$ cat config.mk
export PLATFORM = sky130hd
export DESIGN_NAME = pntr_flag_sync_multi
export DESIGN_NICKNAME = d
export VERILOG_FILES = /design/src/rtl/sync_pkg.sv /design/src/rtl/sync_chain.sv /design/src/rtl/pntr_flag_sync_multi.sv
export SDC_FILE = /design/constraint.sdc
export NUM_CORES = 1
export LEC_CHECK = 0
export CAP_MARGIN = 40
export CORE_UTILIZATION = 43
export DETAILED_ROUTE_END_ITERATION = 10
export HOLD_SLACK_MARGIN = 0.03
export PLACE_DENSITY_LB_ADDON = 0.05
export SETUP_SLACK_MARGIN = 0.3
export SYNTH_ARGS = -nofsm -noshare
export SYNTH_HDL_FRONTEND = slang
export SYNTH_SLANG_ARGS = --single-unit
$ cat constraint.sdc
create_clock -name clk_i -period 1.3 [get_ports clk_i]
set_input_delay 0.39 -clock clk_i [delete_from_list [all_inputs] [get_ports clk_i]]
set_output_delay 0.39 -clock clk_i [all_outputs]
set_load 0.05 [all_outputs]
$ cat src/rtl/sync_pkg.sv
// Shared helpers for pointer/flag synchronisers: gray arithmetic, step checking, parameter limits.
package sync_pkg;

    localparam int unsigned STAGES_MIN = 2;
    localparam int unsigned STAGES_MAX = 4;
    localparam int unsigned FILTER_MAX = 15;
    localparam int unsigned CNT_W      = 4;
    localparam int unsigned PTR_MAX_W  = 32;

    typedef logic [PTR_MAX_W-1:0] ptr_t;

    // Zero-extended operands are safe: leading zeros do not disturb the lower bits.
    function automatic ptr_t gray2bin(input ptr_t gray);
        ptr_t bin;
        bin[PTR_MAX_W-1] = gray[PTR_MAX_W-1];
        for (int i = PTR_MAX_W - 2; i >= 0; i--) begin
            bin[i] = bin[i+1] ^ gray[i];
        end
        return bin;
    endfunction

    function automatic ptr_t bin2gray(input ptr_t bin);
        return bin ^ (bin >> 1);
    endfunction

    function automatic logic gray_step_err(input ptr_t cur, input ptr_t prev);
        return $countones(cur ^ prev) > 1;
    endfunction

endpackage

$ cat src/rtl/sync_chain.sv
// Plain multi-stage flop chain with a per-bit synchronous reset value.
module sync_chain #(
    parameter int unsigned WIDTH  = 1,
    parameter int unsigned STAGES = 2
) (
    input  logic             clk_i,
    input  logic             srst_i,
    input  logic [WIDTH-1:0] d_i,
    input  logic [WIDTH-1:0] rstval_i,
    output logic [WIDTH-1:0] q_o
);

    logic [WIDTH-1:0] stage_q [STAGES];

    always_ff @(posedge clk_i) begin
        if (srst_i) begin
            for (int s = 0; s < STAGES; s++) begin
                stage_q[s] <= rstval_i;
            end
        end else begin
            stage_q[0] <= d_i;
            for (int s = 1; s < STAGES; s++) begin
                stage_q[s] <= stage_q[s-1];
            end
        end
    end

    assign q_o = stage_q[STAGES-1];

endmodule

$ cat src/rtl/pntr_flag_sync_multi.sv
// Synchronises a foreign-domain gray FIFO pointer and status flags; adds binary pointer,
// multi-bit-step detection, per-flag glitch filtering and edge pulses.
module pntr_flag_sync_multi
    import sync_pkg::*;
#(
    parameter int unsigned AWIDTH = 3,
    parameter int unsigned STAGES = 2,
    parameter int unsigned FLAGS  = 1,
    parameter int unsigned FILTER = 0
) (
    input  logic                clk_i,
    input  logic                srst_i,
    input  logic [AWIDTH:0]     pntr_gray_i,
    input  logic [FLAGS-1:0]    flag_i,
    input  logic [FLAGS-1:0]    resetval_i,
    output logic [AWIDTH:0]     pntr_gray_o,
    output logic [AWIDTH:0]     pntr_bin_o,
    output logic                pntr_err_o,
    output logic                pntr_err_sticky_o,
    output logic [FLAGS-1:0]    flag_o,
    output logic [FLAGS-1:0]    flag_rise_o,
    output logic [FLAGS-1:0]    flag_fall_o
);

    localparam int unsigned AWVAL = AWIDTH + 1;
    localparam logic [AWVAL-1:0] PTR_RST = '0;

    if (STAGES < STAGES_MIN || STAGES > STAGES_MAX) begin : g_bad_stages
        $error("pntr_flag_sync_multi: STAGES must be 2..4");
    end
    if (FILTER > FILTER_MAX) begin : g_bad_filter
        $error("pntr_flag_sync_multi: FILTER must be 0..15");
    end
    if (FLAGS < 1 || AWVAL > PTR_MAX_W) begin : g_bad_width
        $error("pntr_flag_sync_multi: bad FLAGS or AWIDTH");
    end

    logic [AWVAL-1:0] gray_sync;
    logic [FLAGS-1:0] flag_sync;

    sync_chain #(.WIDTH(AWVAL), .STAGES(STAGES)) u_ptr_chain (
        .clk_i    (clk_i),
        .srst_i   (srst_i),
        .d_i      (pntr_gray_i),
        .rstval_i (PTR_RST),
        .q_o      (gray_sync)
    );

    sync_chain #(.WIDTH(FLAGS), .STAGES(STAGES)) u_flag_chain (
        .clk_i    (clk_i),
        .srst_i   (srst_i),
        .d_i      (flag_i),
        .rstval_i (resetval_i),
        .q_o      (flag_sync)
    );

    assign pntr_gray_o = gray_sync;

    // Pointer post-processing: binary conversion and step check share one cycle of latency.
    logic [AWVAL-1:0] prev_q, bin_q;
    logic             err_q, sticky_q;
    logic             err_d;

    assign err_d = gray_step_err(PTR_MAX_W'(gray_sync), PTR_MAX_W'(prev_q));

    always_ff @(posedge clk_i) begin
        if (srst_i) begin
            prev_q   <= '0;
            bin_q    <= '0;
            err_q    <= 1'b0;
            sticky_q <= 1'b0;
        end else begin
            prev_q   <= gray_sync;
            bin_q    <= AWVAL'(gray2bin(PTR_MAX_W'(gray_sync)));
            err_q    <= err_d;
            sticky_q <= sticky_q | err_d;
        end
    end

    assign pntr_bin_o        = bin_q;
    assign pntr_err_o        = err_q;
    assign pntr_err_sticky_o = sticky_q;

    // Flag filter: a new level must persist FILTER+1 synced cycles before flag_o follows.
    logic [FLAGS-1:0] flag_q, flag_d, rise_q, rise_d, fall_q, fall_d;
    logic [CNT_W-1:0] cnt_q [FLAGS];
    logic [CNT_W-1:0] cnt_d [FLAGS];

    always_comb begin
        flag_d = flag_q;
        rise_d = '0;
        fall_d = '0;
        for (int n = 0; n < FLAGS; n++) begin
            cnt_d[n] = '0;
            if (flag_sync[n] != flag_q[n]) begin
                if (cnt_q[n] == CNT_W'(FILTER)) begin
                    flag_d[n] = flag_sync[n];
                    rise_d[n] = flag_sync[n];
                    fall_d[n] = ~flag_sync[n];
                end else begin
                    cnt_d[n] = cnt_q[n] + CNT_W'(1);
                end
            end
        end
    end

    always_ff @(posedge clk_i) begin
        if (srst_i) begin
            flag_q <= resetval_i;
            rise_q <= '0;
            fall_q <= '0;
            for (int n = 0; n < FLAGS; n++) begin
                cnt_q[n] <= '0;
            end
        end else begin
            flag_q <= flag_d;
            rise_q <= rise_d;
            fall_q <= fall_d;
            for (int n = 0; n < FLAGS; n++) begin
                cnt_q[n] <= cnt_d[n];
            end
        end
    end

    assign flag_o      = flag_q;
    assign flag_rise_o = rise_q;
    assign flag_fall_o = fall_q;

endmodule

==> flow_metrics.env <==
export IMPL_dp_cells=134
export IMPL_syn_num_nets=96
export IMPL_ant_nets=0
export IMPL_cap_violations=0
export IMPL_vias=637
export IMPL_fin_cells=144
export IMPL_cp_max_fo=2
export IMPL_setup_ws_ns=-0.1069
export IMPL_final_common_cell="buf_12"
export IMPL_synth_adder_area_share_pct=4.781
export IMPL_grt_max_degree=18
export IMPL_coreArea_um2=2002
export IMPL_routedWlPerCell_um=12.29
export IMPL_place_hpwl_mm=1.120
export IMPL_die_area_um2=2382
export IMPL_drt_iter0_drc=5
export IMPL_cp_end_kind="output port"
export IMPL_grt_pass1_wl_mm=3.049
export IMPL_dr_pass1_iters=2
export IMPL_io_buffers=20
export IMPL_clock_root_buffer="clkbuf_4"
export IMPL_antenna_found_initial=0
export IMPL_ys_seq_area_share_pct=56.31
export IMPL_postSynthAreaPerCell_um2=11.08
export IMPL_cts_sinks=26
export IMPL_die_w_um=48.81
export IMPL_fin_nets=129
export IMPL_peakVddDrop_mv=0.8336
export IMPL_initial_core_util_pct=47.06
export IMPL_cp_required_ns=0.91
export IMPL_clk_latency_ns=0.31
export IMPL_gr_total_overflow=0
export IMPL_synth_compound_gate_area_share_pct=2.922
export IMPL_synthArstFlopShare_pct=0
export IMPL_fin_crit_ns=1.407
export IMPL_ys_ff_latch=26
export IMPL_htreeDepth=1
export IMPL_vias_per_cell=4.424
export IMPL_skew_ns=0.003896
export IMPL_post_route_drc_count=0
export IMPL_grt_pass1_vias=636
export IMPL_slew_headroom_pct=86.93
export IMPL_cts_inserted_buffers=3
export IMPL_setup_violations=12
export IMPL_clkTransAtPathRegs_ns=0.13
export IMPL_synth_xor_area_share_pct=10.76
export IMPL_p_leak_nw=0.6461
export IMPL_p_per_area_nw_per_um2=1117
export IMPL_die_height_um=48.81
export IMPL_start_kind="register"
export IMPL_hold_class="reg -> reg"
export IMPL_total_power_mw=1.704
export IMPL_fmax_mhz=710.8
export IMPL_antennaDiodeCount=0
export IMPL_crit_type="reg -> out"
export IMPL_synth_top_family_by_area="simple AND/OR/NAND/NOR gates"
export IMPL_outcome="finished, violations left"
export IMPL_grt_use_total_pct=17.66
export IMPL_syn_cell_area_um2=942.2
export IMPL_hold_viol=0
export IMPL_synth_simple_area_share_pct=17.66
export IMPL_ios=21
export IMPL_ys_warn_count=0
export IMPL_tritoncts="built"
export IMPL_area_growth_pct=61.89
export IMPL_synth_top_flop_cell="dfxtp_1"
export IMPL_cts_buffer_depth=2
export IMPL_yosysUniqueCellTypes=21
export IMPL_gp_congestion=0.6934
export IMPL_maxSlewViolCount=0
export IMPL_synth_edf_count=1
export IMPL_grt_setup_unrepaired="true"
export IMPL_layout_drive_gt1_share_pct=52.14
export IMPL_crit_arrival_ns=1.02
export IMPL_synth_mux_area_share_pct=0
export IMPL_drt_wl_total_mm=1.770
export IMPL_fin_crit_sh_pct=108.2
export IMPL_worst_pin_slew_ns=0.1946
export IMPL_final_cell_mix="13 x buf_12, 12 x nor2b_1, 12 x dfxtp_2"
export IMPL_violations="negative setup slack"
export IMPL_fp_row_count=16
export IMPL_synthCells=85
[where the power goes]
group	internal (mW)	switching [mW]	total (mW)
Combinational	0.194	0.171	0.365
Sequential	0.845	0.0328	0.878
Clock	0.235	0.226	0.461
[area by class of cell]
type | count | area [um2]
clock buffers | 4 | 47.55
inverters | 6 | 22.52
flip-flops and latches | 26 | 556.8
repair buffers | 35 | 464.2
well taps | 27 | 33.78
multi-input cells | 46 | 400.4
fillers | 126 | 476.7
[state kept, by name, indices dropped and copies added, names as in the netlist, 2 cells and up]
register              flops
u_flag_chain.stage_q      2
pntr_bin_o                3
cnt_q                     4
u_ptr_chain.stage_q       8
prev_q                    4
[path summary, 6_finish.rpt]
kind	slack [ns]	depth (start not counted)	to	start
worst max-delay path	-0.11	2	flag_o	flag_o
worst min-delay path	0.45	1	u_ptr_chain.stage_q[0][5]	u_ptr_chain.stage_q[0][1]
worst max register to register	-0.10	4	pntr_err_sticky_o	u_ptr_chain.stage_q[0][4]
worst min register to register	0.45	1	u_ptr_chain.stage_q[0][5]	u_ptr_chain.stage_q[0][1]
[per-layer routing]
metal	vias up	share of wire, %	GRT usage (%)
met5	-	0	0
met4	0	0.73	8.824
met1	297	40	20.36
met3	2	4.4	4.050
li1	321	-	-
met2	17	55	30.56
[metrics by stage]
stage          util (%)  cell area, um2  setup slack (ns)  hold slack (ns)  TNS (ns)
3_5_place_dp      67.06            1343           -0.2260           0.4283    -2.795
2_1_floorplan         -           959.7          -0.08561           0.4046   -0.3285
3_3_place_gp      67.06            1343           -0.1846           0.4188    -2.385
6_report          76.19            1525           -0.1069           0.4505   -0.7459
4_1_cts           75.13            1504           -0.1113           0.4502   -0.5926
5_1_grt           76.19            1525           -0.1550           0.4675    -1.233
[critical path, cell delays in order, from the launching register on]
cell and delay (ns):
edfxtp_1 0.43, buf_6 0.14, buf_12 0.13
[repair_timing]
item / CTS / global route
buffers inserted: 5 / 1
gates resized for setup: 26 / 5
hold buffers: 0 / 0
endpoints found under the setup margin: 40 / 24
pin swaps: 10 / 3
[cell usage after synthesis (all sizes together) (2+ instances only)]
| cell type | n | area, um2 |
|---|---|---|
| buf | 6 | 45.04 |
| xnor2 | 3 | 26.28 |
| inv | 6 | 22.52 |
| nand2 | 2 | 7.510 |
| nor2 | 8 | 30.03 |
| xor2 | 6 | 52.55 |
| ha | 2 | 25.02 |
| nor2b | 12 | 75.07 |
| a21oi | 2 | 10.01 |
| or3b | 2 | 22.52 |
| o21ai | 2 | 10.01 |
| dfxtp | 25 | 500.5 |
[cell families (layout without fill, tap and decap cells)]
| family | Yosys count | count (layout) |
|---|---|---|
| XOR/XNOR | 10 | 10 |
| AND/OR/NAND/NOR | 28 | 28 |
| AO/OA/AOI/OAI | 5 | 5 |
| adder cells (fa/ha/maj) | 3 | 3 |
| buffers and inverters | 13 | 45 |
| flip-flops | 26 | 26 |
Power figures use the tool's default switching activity.
